`src/rtl/fc_credit_limit_tracker_if.sv`:
```
// rtl/fc_credit_limit_tracker_if.sv - DLLP receive bus and InitFC transmit-request handshake
// Purpose: bundles the decoded-DLLP strobe bus from the data link layer with the
//          InitFC request/acknowledge handshake toward the DLLP transmitter.
// Signals: dllp_valid/dllp_type/dllp_vc/dllp_hdr_fc/dllp_data_fc  link layer -> tracker
//          tx_init_req/tx_init_type                               tracker -> transmitter
//          tx_init_ack                                            transmitter -> tracker
// Modports: master = link layer / transmitter side, slave = credit tracker side.
interface fc_credit_limit_tracker_if #(
  parameter int HDR_W = 8,
  parameter int DAT_W = 12
);
  logic             dllp_valid;
  logic [3:0]       dllp_type;
  logic [2:0]       dllp_vc;
  logic [HDR_W-1:0] dllp_hdr_fc;
  logic [DAT_W-1:0] dllp_data_fc;
  logic             tx_init_req;
  logic [3:0]       tx_init_type;
  logic             tx_init_ack;

  modport master (
    output dllp_valid, dllp_type, dllp_vc, dllp_hdr_fc, dllp_data_fc, tx_init_ack,
    input  tx_init_req, tx_init_type
  );

  modport slave (
    input  dllp_valid, dllp_type, dllp_vc, dllp_hdr_fc, dllp_data_fc, tx_init_ack,
    output tx_init_req, tx_init_type
  );
endinterface

```
`src/rtl/fc_credit_limit_tracker.sv`:
```
// rtl/fc_credit_limit_tracker.sv - VC0 receive-side flow-control credit-limit tracker
// Purpose: decodes InitFC1/InitFC2/UpdateFC DLLPs, runs FC initialisation, holds the
//          six credit limits plus infinite-credit flags, and paces InitFC transmit requests.
// Ports: clk, rst (sync, active-high), link_up (DL_Up; low forces IDLE)
//        dl                      DLLP bus in, InitFC request/ack handshake (slave modport)
//        PH/NPH/CH_credit_limit  header credit limits
//        PD/NPD/CD_credit_limit  data credit limits
//        inf_flags               {CD,CH,NPD,NPH,PD,PH}, 1 = infinite
//        fc_init_done            registered, high in ACTIVE
//        fc_state                00 IDLE, 01 INIT1, 10 INIT2, 11 ACTIVE
//        protocol_err            one-cycle pulse on unexpected/malformed DLLP
module fc_credit_limit_tracker #(
  parameter int         HDR_W      = 8,
  parameter int         DAT_W      = 12,
  parameter logic [2:0] VC_ID      = 3'd0,
  parameter int         RESEND_CYC = 64
) (
  input  logic                      clk,
  input  logic                      rst,
  input  logic                      link_up,
  fc_credit_limit_tracker_if.slave  dl,
  output logic [HDR_W-1:0]          PH_credit_limit,
  output logic [HDR_W-1:0]          NPH_credit_limit,
  output logic [HDR_W-1:0]          CH_credit_limit,
  output logic [DAT_W-1:0]          PD_credit_limit,
  output logic [DAT_W-1:0]          NPD_credit_limit,
  output logic [DAT_W-1:0]          CD_credit_limit,
  output logic [5:0]                inf_flags,
  output logic                      fc_init_done,
  output logic [1:0]                fc_state,
  output logic                      protocol_err
);

  typedef enum logic [1:0] {
    ST_IDLE   = 2'b00,
    ST_INIT1  = 2'b01,
    ST_INIT2  = 2'b10,
    ST_ACTIVE = 2'b11
  } state_t;

  localparam int CNT_W = $clog2(RESEND_CYC);

  state_t           state, state_nxt;
  // Indexed by the low two bits of the DLLP type (P=0, NP=1, Cpl=2); slot 3 never written.
  logic [HDR_W-1:0] hdr_lim [4];
  logic [DAT_W-1:0] dat_lim [4];
  logic [3:0]       inf_hdr, inf_dat, recorded, rec_nxt;
  logic [1:0]       tx_cls;
  logic             tx_wait;
  logic [CNT_W-1:0] tx_cnt;

  // DLLP decode: type[3:2] selects the DLLP kind, type[1:0] the credit class.
  logic       acc, cls_ok, is_i1, is_i2, is_upd;
  logic [1:0] cls;
  assign acc    = dl.dllp_valid && (dl.dllp_vc == VC_ID);
  assign cls    = dl.dllp_type[1:0];
  assign cls_ok = (cls != 2'd3);
  assign is_i1  = acc && cls_ok && (dl.dllp_type[3:2] == 2'b01);
  assign is_i2  = acc && cls_ok && (dl.dllp_type[3:2] == 2'b11);
  assign is_upd = acc && cls_ok && (dl.dllp_type[3:2] == 2'b10);

  logic init_load, upd_apply, err_seq, err_inf;

  always_comb begin
    state_nxt = state;
    init_load = 1'b0;
    upd_apply = 1'b0;
    err_seq   = 1'b0;
    rec_nxt   = recorded;
    case (state)
      ST_IDLE:   if (link_up) state_nxt = ST_INIT1;
      ST_INIT1: begin
        init_load = (is_i1 || is_i2) && !recorded[cls];
        err_seq   = is_upd;
        rec_nxt   = recorded | (init_load ? (4'b0001 << cls) : 4'b0000);
        if (rec_nxt[2:0] == 3'b111) state_nxt = ST_INIT2;
      end
      ST_INIT2: begin
        upd_apply = is_upd;
        if (is_i2 || is_upd) state_nxt = ST_ACTIVE;
      end
      default:   upd_apply = is_upd;
    endcase
    // Loss of DL_Up wins over any DLLP arriving in the same cycle.
    if (!link_up) begin
      state_nxt = ST_IDLE;
      init_load = 1'b0;
      upd_apply = 1'b0;
      err_seq   = 1'b0;
    end
  end

  // Infinite fields must be advertised as zero; the other field is still applied.
  assign err_inf = upd_apply &&
                   ((inf_hdr[cls] && (dl.dllp_hdr_fc  != '0)) ||
                    (inf_dat[cls] && (dl.dllp_data_fc != '0)));

  always_ff @(posedge clk) begin
    if (rst) begin
      state        <= ST_IDLE;
      fc_init_done <= 1'b0;
      protocol_err <= 1'b0;
    end else begin
      state        <= state_nxt;
      fc_init_done <= (state_nxt == ST_ACTIVE);
      protocol_err <= err_seq || err_inf;
    end
  end

  always_ff @(posedge clk) begin
    if (rst || !link_up || (state == ST_IDLE)) begin
      for (int i = 0; i < 4; i++) begin
        hdr_lim[i] <= '0;
        dat_lim[i] <= '0;
      end
      inf_hdr  <= '0;
      inf_dat  <= '0;
      recorded <= '0;
    end else if (init_load) begin
      hdr_lim[cls]  <= dl.dllp_hdr_fc;
      dat_lim[cls]  <= dl.dllp_data_fc;
      inf_hdr[cls]  <= (dl.dllp_hdr_fc == '0);
      inf_dat[cls]  <= (dl.dllp_data_fc == '0);
      recorded[cls] <= 1'b1;
    end else if (upd_apply) begin
      if (!inf_hdr[cls]) hdr_lim[cls] <= dl.dllp_hdr_fc;
      if (!inf_dat[cls]) dat_lim[cls] <= dl.dllp_data_fc;
    end
  end

  // InitFC pacing: P, NP, Cpl each held until acked, then RESEND_CYC quiet cycles.
  // Any state change (including INIT1->INIT2) restarts the round at P.
  always_ff @(posedge clk) begin
    if (rst || (state_nxt != state) ||
        !((state_nxt == ST_INIT1) || (state_nxt == ST_INIT2))) begin
      tx_cls  <= 2'd0;
      tx_wait <= 1'b0;
      tx_cnt  <= '0;
    end else if (tx_wait) begin
      if (tx_cnt == CNT_W'(RESEND_CYC - 1)) begin
        tx_wait <= 1'b0;
        tx_cnt  <= '0;
      end else begin
        tx_cnt <= tx_cnt + 1'b1;
      end
    end else if (dl.tx_init_ack) begin
      if (tx_cls == 2'd2) begin
        tx_cls  <= 2'd0;
        tx_wait <= 1'b1;
      end else begin
        tx_cls <= tx_cls + 2'd1;
      end
    end
  end

  assign dl.tx_init_req  = ((state == ST_INIT1) || (state == ST_INIT2)) && !tx_wait;
  assign dl.tx_init_type = dl.tx_init_req ?
                           {((state == ST_INIT2) ? 2'b11 : 2'b01), tx_cls} : 4'h0;

  assign fc_state         = state;
  assign PH_credit_limit  = hdr_lim[0];
  assign NPH_credit_limit = hdr_lim[1];
  assign CH_credit_limit  = hdr_lim[2];
  assign PD_credit_limit  = dat_lim[0];
  assign NPD_credit_limit = dat_lim[1];
  assign CD_credit_limit  = dat_lim[2];
  assign inf_flags        = {inf_dat[2], inf_hdr[2], inf_dat[1], inf_hdr[1],
                             inf_dat[0], inf_hdr[0]};

endmodule

```
`src/flat_wrapper.sv`:
```
// flat-port wrapper written by rule: the top's interface ports become plain ports
module fc_credit_limit_tracker_flat 
#(
  parameter int         HDR_W      = 8,
  parameter int         DAT_W      = 12,
  parameter logic [2:0] VC_ID      = 3'd0,
  parameter int         RESEND_CYC = 64
)
  (clk, rst, link_up, PH_credit_limit, NPH_credit_limit, CH_credit_limit, PD_credit_limit, NPD_credit_limit, CD_credit_limit, inf_flags, fc_init_done, fc_state, protocol_err, dl_dllp_valid, dl_dllp_type, dl_dllp_vc, dl_dllp_hdr_fc, dl_dllp_data_fc, dl_tx_init_ack, dl_tx_init_req, dl_tx_init_type);
  fc_credit_limit_tracker_if #(.HDR_W(HDR_W), .DAT_W(DAT_W)) dl_i ();
  input  logic clk;
  input  logic rst;
  input  logic link_up;
  output logic [HDR_W-1:0] PH_credit_limit;
  output logic [HDR_W-1:0] NPH_credit_limit;
  output logic [HDR_W-1:0] CH_credit_limit;
  output logic [DAT_W-1:0] PD_credit_limit;
  output logic [DAT_W-1:0] NPD_credit_limit;
  output logic [DAT_W-1:0] CD_credit_limit;
  output logic [5:0] inf_flags;
  output logic fc_init_done;
  output logic [1:0] fc_state;
  output logic protocol_err;
  input wire logic [$bits(dl_i.dllp_valid)-1:0] dl_dllp_valid;
  input wire logic [$bits(dl_i.dllp_type)-1:0] dl_dllp_type;
  input wire logic [$bits(dl_i.dllp_vc)-1:0] dl_dllp_vc;
  input wire logic [$bits(dl_i.dllp_hdr_fc)-1:0] dl_dllp_hdr_fc;
  input wire logic [$bits(dl_i.dllp_data_fc)-1:0] dl_dllp_data_fc;
  input wire logic [$bits(dl_i.tx_init_ack)-1:0] dl_tx_init_ack;
  output wire logic [$bits(dl_i.tx_init_req)-1:0] dl_tx_init_req;
  output wire logic [$bits(dl_i.tx_init_type)-1:0] dl_tx_init_type;
  assign dl_i.dllp_valid = dl_dllp_valid;
  assign dl_i.dllp_type = dl_dllp_type;
  assign dl_i.dllp_vc = dl_dllp_vc;
  assign dl_i.dllp_hdr_fc = dl_dllp_hdr_fc;
  assign dl_i.dllp_data_fc = dl_dllp_data_fc;
  assign dl_i.tx_init_ack = dl_tx_init_ack;
  assign dl_tx_init_req = dl_i.tx_init_req;
  assign dl_tx_init_type = dl_i.tx_init_type;
  fc_credit_limit_tracker #(.HDR_W(HDR_W), .DAT_W(DAT_W), .VC_ID(VC_ID), .RESEND_CYC(RESEND_CYC)) u_core (.clk(clk), .rst(rst), .link_up(link_up), .dl(dl_i), .PH_credit_limit(PH_credit_limit), .NPH_credit_limit(NPH_credit_limit), .CH_credit_limit(CH_credit_limit), .PD_credit_limit(PD_credit_limit), .NPD_credit_limit(NPD_credit_limit), .CD_credit_limit(CD_credit_limit), .inf_flags(inf_flags), .fc_init_done(fc_init_done), .fc_state(fc_state), .protocol_err(protocol_err));
endmodule
```
`config.mk`:
```
export PLATFORM = sky130hd
export DESIGN_NAME = fc_credit_limit_tracker_flat
export DESIGN_NICKNAME = d
export VERILOG_FILES = /design/src/rtl/fc_credit_limit_tracker_if.sv /design/src/rtl/fc_credit_limit_tracker.sv /design/src/flat_wrapper.sv
export SDC_FILE = /design/constraint.sdc
export NUM_CORES = 1
export LEC_CHECK = 0
export BUFFER_PORTS_ARGS = -buffer_cell sky130_fd_sc_hd__buf_2
export CORE_MARGIN = 4
export CORE_UTILIZATION = 48
export DETAILED_ROUTE_END_ITERATION = 10
export PLACE_DENSITY = 0.74
export SYNTH_ARGS = -nofsm -noshare
export SYNTH_HDL_FRONTEND = slang
export SYNTH_SLANG_ARGS = --single-unit
```
`constraint.sdc`:
```
create_clock -name clk -period 8.1 [get_ports clk]
set_input_delay 1.215 -clock clk [delete_from_list [all_inputs] [get_ports clk]]
set_output_delay 1.215 -clock clk [all_outputs]
set_load 0.02 [all_outputs]
```
==> impl_results.md, run 1 <==
- Startpoint Class: primary input
- Worst r2r src: u_core.fc_state[0]$_SDFF_PP0_
- Clock Latency Late Sink: 360 ps
- RSZ-0062 raised after global routing: false
- Worst setup path category: primary input to flop
- Hpwl dp: 6.54 mm
- Routability cong.: 0.880
- FILL cells: 685
- Global-route wire length before repair: 14.6 mm
- Critical path, cell by cell: buf_2, nor4b_4, nand4_2, o22a_1, o21ai_0
- Syn Std Cell Area: 4020 sq um
- Antenna violations before repair: 0
- Core ar.: 8180 sq um
- Max-slew violation count: 0
- Worst vdd ir: 0.0000942 V
- CTS tree: done
- CTS Buffer Depth: 2
- Max incr delay on CP: 960 ps
- DRC: 0
- Largest net degree at the start of global routing: 80
- Placed cells: 563
- Synthesis Warnings: 0
- Tightest Pin Transition: 1310 ps
- GRT Residual Overflow: 0
- Mapped Cells: 380
- Syn_nets: 419
- Status: complete, no violations
- Worst setup EP type: flop
- Fin Clk Skew: 13.5 ps
- Initial DRC Count: 273
- Vias per cell: 5.61
- Fin cells: 579
- Die Area: 9910 sq um
- CTS Buf Count: 9
- R2R Setup Slk: 4750 ps
- WP data required: 8070 ps
- Max-cap violations: 0
- Max Fclk: 0.277 GHz
- Hold-fix buffers, CTS: 0
- Vias in the first global route: 2896
- Hold Violations, Final: 0
- Cell Pwr Density: 178 nW/um^2
- Reg2Reg Depth: 6
- Starting Density: 49.2%
- Hold Startpoint: u_core.inf_hdr[3]$_SDFFE_PP0P_
- Post-Place Worst Slack: 4150 ps
- Synth Register Bits: 84
- Ys flop type: edfxtp_1
- TritonRoute pass-1 iters: 5
- Antenna diodes: 0
- Sequential cell area fraction in the yosys report: 56.7%
- Area growth, synth to finish: 18.1%
- Commonest non-fill, non-tap cell in the layout: buf_2
- Commonest cells after routing, fill and taps aside: buf_2 (106), nor2_1 (66), nand3_1 (64)
- Final WS setup: 4480 ps
- Synth unique cells: 51
- Multi-input gate area: 1550 sq um
- Post-synth EDFFs: 60
- Final period utilization: 44.6%
- Share of layout cells above drive strength 1: 29.5%
- Layout Nets: 508
- H-tree depth: 3
- Leak: 0.00190 uW
- Die Span X: 99.6 um
- Die height: 99.6 um
- Critical path origin: dl_dllp_vc[2]
- Drt total wl: 9.32 mm
- Via count: 3247
- Reg2reg end: u_core.hdr_lim[0][4]$_SDFFCE_PN0P_
- Mapped Avg Cell Area: 10.6 sq um
- Fin crit period: 3620 ps
- Endpoint, Worst Hold: u_core.inf_hdr[3]$_SDFFE_PP0P_
- Post-CTS sizing: 0
- Setup violators final: 0
- Slowest-stage cell, CP: o21ai_0
- Clock-pin transition on the worst setup and hold timing paths: 90 ps
- Peak fanout along the critical path: 26
- Clk root buf: clkbuf_8
- Detail-routed net length per standard cell: 16.1 um
- Final ANT Viol Nets: 0
- Cell Rows: 33
- Relative slew margins: 12.3%
- Reg area: 2280 sq um
- Hold-critical path depth: 1
- Ports: 107
- Worst hold-check path type: flop to flop
- Clock Sinks: 84
- Setup TNS: 0 ps
- IO buf count: 106
- Post-synth ARST share: 0%
- Total global-route track usage: 18.8%
- Worst path arrival time: 3580 ps
- Total setup buffers inserted after CTS: 0
==> stage by stage <==
stage | hold slack, ps | power [uW] | area, sq um | util, %
after floorplan | 424 | 517 | 4020 | -
after global placement | 442 | 544 | 4550 | 55.6
after detailed placement | 441 | 545 | 4550 | 55.6
final | 469 | 845 | 4750 | 58.1
after global routing | 492 | 874 | 4750 | 58.1
after CTS | 466 | 849 | 4750 | 58.1
==> cell families after synthesis <==
| group | after synthesis | synth area share [%] |
|---|---|---|
| XOR/XNOR | 3 | 0.653 |
| AO/OA/AOI/OAI | 33 | 5.88 |
| flip-flops | 84 | 56.7 |
| adder cells (fa/ha/maj) | 7 | 2.18 |
| multiplexers | 12 | 3.67 |
| buffers and inverters | 37 | 4.82 |
| AND/OR/NAND/NOR | 204 | 26.1 |
==> critical path, delay by kind of cell <==
kind / cells / cell delay [ps]
compound gates: 2 / 1500
buf+inv: 1 / 110
simple gates: 2 / 750
==> power breakdown <==
| group | switching [uW] | internal [uW] | total, uW |
|---|---|---|---|
| clock network | 162 | 147 | 309 |
| registers | 3.39 | 464 | 468 |
| logic | 46.6 | 21.7 | 68.2 |
==> how the worst max path moves through the flow <==
stage / endpoint / slack [ps] / cells after the start
after global routing: u_core.hdr_lim[0][3]$_SDFFCE_PN0P_ / 4230 / 5
final: u_core.hdr_lim[0][4]$_SDFFCE_PN0P_ / 4480 / 5
after floorplan: u_core.dat_lim[0][0]$_SDFFCE_PN0P_ / 4560 / 5
after CTS: u_core.hdr_lim[0][4]$_SDFFCE_PN0P_ / 4490 / 5
after detailed placement: u_core.hdr_lim[0][5]$_SDFFCE_PN0P_ / 4150 / 5
after global placement: u_core.hdr_lim[1][1]$_SDFFCE_PN0P_ / 4330 / 5
==> flip-flops by register name, indices dropped and copies added (netlist names) <==
name	count
u_core.tx_wait	1
u_core.tx_cls	2
u_core.protocol_err	1
u_core.dat_lim	36
u_core.recorded	3
u_core.hdr_lim	24
u_core.inf_hdr	4
u_core.fc_init_done	1
u_core.inf_dat	4
u_core.fc_state	2
u_core.tx_cnt	6
==> synth_stat cells (2+ instances only) <==
master     instances  area, sq um
nor2_1            66          248
nand3_1           64          320
edfxtp_1          60         1800
dfxtp_1           24          480
nor3_1            16         80.1
clkbuf_1          15         56.3
nand2_1           11         41.3
buf_4              8         60.1
mux2i_1            8         80.1
and2_1             7         43.8
buf_2              7         35.0
ha_1               7         87.6
a21oi_1            6         30.0
nor2b_1            6         37.5
o21ai_0            6         30.0
or4_1              5         37.5
inv_1              4         15.0
nand2b_1           4         25.0
nor3b_1            4         30.0
nand4_1            3         18.8
nor4b_1            3         26.3
o21a_1             3         22.5
o22a_1             3         26.3
xor2_1             3         26.3
a2111oi_0          2         17.5
a221oi_1           2         17.5
a22o_1             2         17.5
a31oi_1            2         12.5
and3_1             2         12.5
buf_6              2         22.5
mux2_2             2         22.5
mux4_2             2         45.0
nor4bb_1           2         20.0
or3b_2             2         17.5
==> area by class of cell <==
cell class	count	area share [%]
multi-input cells	259	32.7
well taps	105	2.76
clock buffers	9	2.61
repair buffers	111	12.0
flip-flops and latches	84	48.0
inverters	4	0.316
clock inverters	7	1.68
==> metal layers <==
layer / up-vias / wire length [um] / track usage (%)
met5: - / 0 / 0
met1: 1534 / 3830 / 25.3
met3: 13 / 906 / 5.82
li1: 1554 / - / -
met4: 0 / 134 / 5.15
met2: 146 / 4450 / 29.4
Note: power is estimated with default switching activity, not from simulation.
==> inputs of run 2 (changes only) <==
PLACE_DENSITY = 0.77   (was 0.74)
clock period = 3.1 ns   (was 8.1 ns; I/O delays follow)
==> run 2 against run 1 <==
  * Global-route usage grew 0.23 points
  * Critical path depth grew 4
  * Design area grew 1.1%
  * Register-to-register slack lost 4400 ps
  * Wire length shrank 1.1%
  * Clock-buffer cell count is the same
  * Combinational power grew to 2.7 times the previous value
  * Via count shrank 0.46%
  * Core utilization grew 0.66 points
  * Clock power grew to 2.6 times the previous value
  * Critical endpoint is now u_core.tx_cnt[5]$_SDFFE_PP0P_
==> impl_results.md, run 2 (same netlist as run 1, synthesis figures left out) <==
- Status: complete, no violations
- Share of layout cells above drive strength 1: 30.6% (+1.0 points)
- Vias in the first global route: 3025 (+4.5%)
- Max reg flops: 36 (unchanged)
- Global-route wire length before repair: 15.0 mm (+2.2%)
- Die Area: 9910 sq um (unchanged)
- Tightest Pin Transition: 591 ps (-720 ps)
- Ports: 107 (unchanged)
- Endpoint, Worst Hold: u_core.fc_init_done$_SDFF_PP0_
- Finished Cell Area: 4810 sq um (+1.1%)
- Relative slew margins: 60.1% (+48 points)
- Max-slew violation count: 0 (unchanged)
- IO buf count: 106 (unchanged)
- CTS Buffer Depth: 2 (unchanged)
- Initial DRC Count: 215 (-21%)
- Max-cap violations: 0 (unchanged)
- Clock Latency Late Sink: 360 ps (about the same)
- Reg2reg end: u_core.tx_cnt[5]$_SDFFE_PP0P_
- RSZ-0062 raised after global routing: false
- Hold Violations, Final: 0 (unchanged)
- CTS Buf Count: 9 (unchanged)
- Starting Density: 49.2% (unchanged)
- Fin crit period: 2760 ps
- Core ar.: 8180 sq um (unchanged)
- Clk root buf: clkbuf_8
- Worst setup path category: flop to flop
- Antenna violations before repair: 0 (unchanged)
- TritonRoute pass-1 iters: 5 (unchanged)
- Vias per cell: 5.52 (-1.7%)
- Placed Area: 4600 sq um (+1.2%)
- R2R Setup Slk: 340 ps (-4410 ps)
- GR Layer Usage met3: 5.54% (-0.28 points)
- GRT Residual Overflow: 0 (unchanged)
- Hold-critical path depth: 2 (+1)
- Layout Nets: 515 (+1.4%)
- Final ANT Viol Nets: 0 (unchanged)
- Die height: 99.6 um (unchanged)
- Routability cong.: 0.950 (+8.0%)
- Via count: 3232 (-0.46%)
- Most used routing layer: met2
- Clock-pin transition on the worst setup and hold timing paths: 80 ps (about the same)
- Die Span X: 99.6 um (unchanged)
- Worst vdd ir: 0.000254 V (+170%)
- Max Fclk: 0.362 GHz
- Cell Pwr Density: 461 nW/um^2 (+160%)
- Commonest cells after routing, fill and taps aside: buf_2 (106), nor2_1 (66), nand3_1 (64)
- DRC: 0 (unchanged)
- Worst setup EP type: flop
- CTS tree: done
- Hold-fix buffers, CTS: 0 (unchanged)
- Fin Clk Skew: 14.2 ps (+0.661 ps)
- Fin cells: 586 (+1.2%)
- Hpwl dp: 6.68 mm (+2.2%)
- Hold Startpoint: rst
- Met2 usage: 31.3% (+1.8 points)
- Most flop-heavy register: u_core.dat_lim
- WP data required: 3320 ps (-4750 ps)
- Detail-routed net length per standard cell: 15.7 um (-2.3%)
- Clock Sinks: 84 (unchanged)
- Met1 usage: 24.1% (-1.2 points)
- Leak: 0.00193 uW (+1.9%)
- Cell Rows: 33 (unchanged)
- Antenna diodes: 0 (unchanged)
- Post-CTS sizing: 0 (unchanged)
- Worst path arrival time: 2980 ps (-600 ps)
- Area growth, synth to finish: 19.5%
- Reg2Reg Depth: 9 (+3)
- Placed cells: 570 (+1.2%)
- Worst r2r src: u_core.fc_state[0]$_SDFF_PP0_
- Final period utilization: 89.1%
- Setup TNS: 0 ps (unchanged)
- Largest net degree at the start of global routing: 52 (-35%)
- Peak fanout along the critical path: 9 (-65%)
- Total setup buffers inserted after CTS: 0 (unchanged)
- Startpoint Class: flop
- Commonest non-fill, non-tap cell in the layout: buf_2
- Top Registers: u_core.dat_lim: 36 flops, u_core.hdr_lim: 24 flops, u_core.tx_cnt: 6 flops
- H-tree depth: 3 (unchanged)
- Worst hold-check path type: primary input to flop
- Total global-route track usage: 19.0% (+0.23 points)
- Drt total wl: 9.22 mm (-1.1%)
- Setup violators final: 0 (unchanged)
- Hold_ws: 323 ps (-146 ps)
==> run 2: changes by cell type in the layout (fill, tap and decap cells not counted), sizes merged <==
cell / change
buf: +7
clkinv: +1
clkinvlp: -1
==> run 2: routing by layer <==
layer | part of all wire [%] | wire (um)
met1 | 40 | 3680
met2 | 50 | 4590
met3 | 9.0 | 827
met4 | 1.3 | 118
met5 | 0 | 0
==> run 2: critical path, stage by stage, from the launching register on <==
cell and delay, ps:
dfxtp_1 490, inv_1 170, ha_1 340, nor3_1 210, a221oi_1 90, a22o_1 260, ha_1 270, nor4b_1 220
nand3_1 220, a2111oi_0 360
==> run 2: final cells by class <==
| type | instances | area, sq um |
|---|---|---|
| fillers | 703 | 3370 |
| flip-flops and latches | 84 | 2280 |
| multi-input cells | 259 | 1550 |
| repair buffers | 118 | 621 |
| well taps | 105 | 131 |
| clock buffers | 9 | 124 |
| clock inverters | 7 | 81.3 |
| inverters | 4 | 15.0 |
==> run 2: worst max-delay path by stage <==
stage | cells past startpoint | slack [ps] | startpoint | to
after floorplan | 8 | 300 | u_core.fc_state[0]$_SDFF_PP0_ | u_core.dat_lim[0][0]$_SDFFCE_PN0P_
after global placement | 10 | 340 | dl_dllp_type[1] | u_core.tx_wait$_SDFF_PP0_
after detailed placement | 9 | 180 | dl_dllp_type[1] | u_core.tx_cnt[5]$_SDFFE_PP0P_
after CTS | 9 | 340 | u_core.fc_state[0]$_SDFF_PP0_ | u_core.tx_cnt[5]$_SDFFE_PP0P_
after global routing | 9 | 190 | u_core.fc_state[0]$_SDFF_PP0_ | u_core.tx_cnt[5]$_SDFFE_PP0P_
final | 9 | 340 | u_core.fc_state[0]$_SDFF_PP0_ | u_core.tx_cnt[5]$_SDFFE_PP0P_
==> run 2: power breakdown <==
group	internal [uW]	total (uW)	switching [uW]
Clock	387	815	428
Combinational	60.1	182	121
Sequential	1210	1220	8.50
==> run 2: stage by stage <==
step / setup WS, ps / total power (uW) / utilization (%)
4_1_cts: 344 / 2220 / 58.8
5_1_grt: 192 / 2300 / 58.8
3_3_place_gp: 341 / 1420 / 56.3
6_report: 339 / 2220 / 58.8
3_5_place_dp: 175 / 1430 / 56.3
2_1_floorplan: 299 / 1350 / -
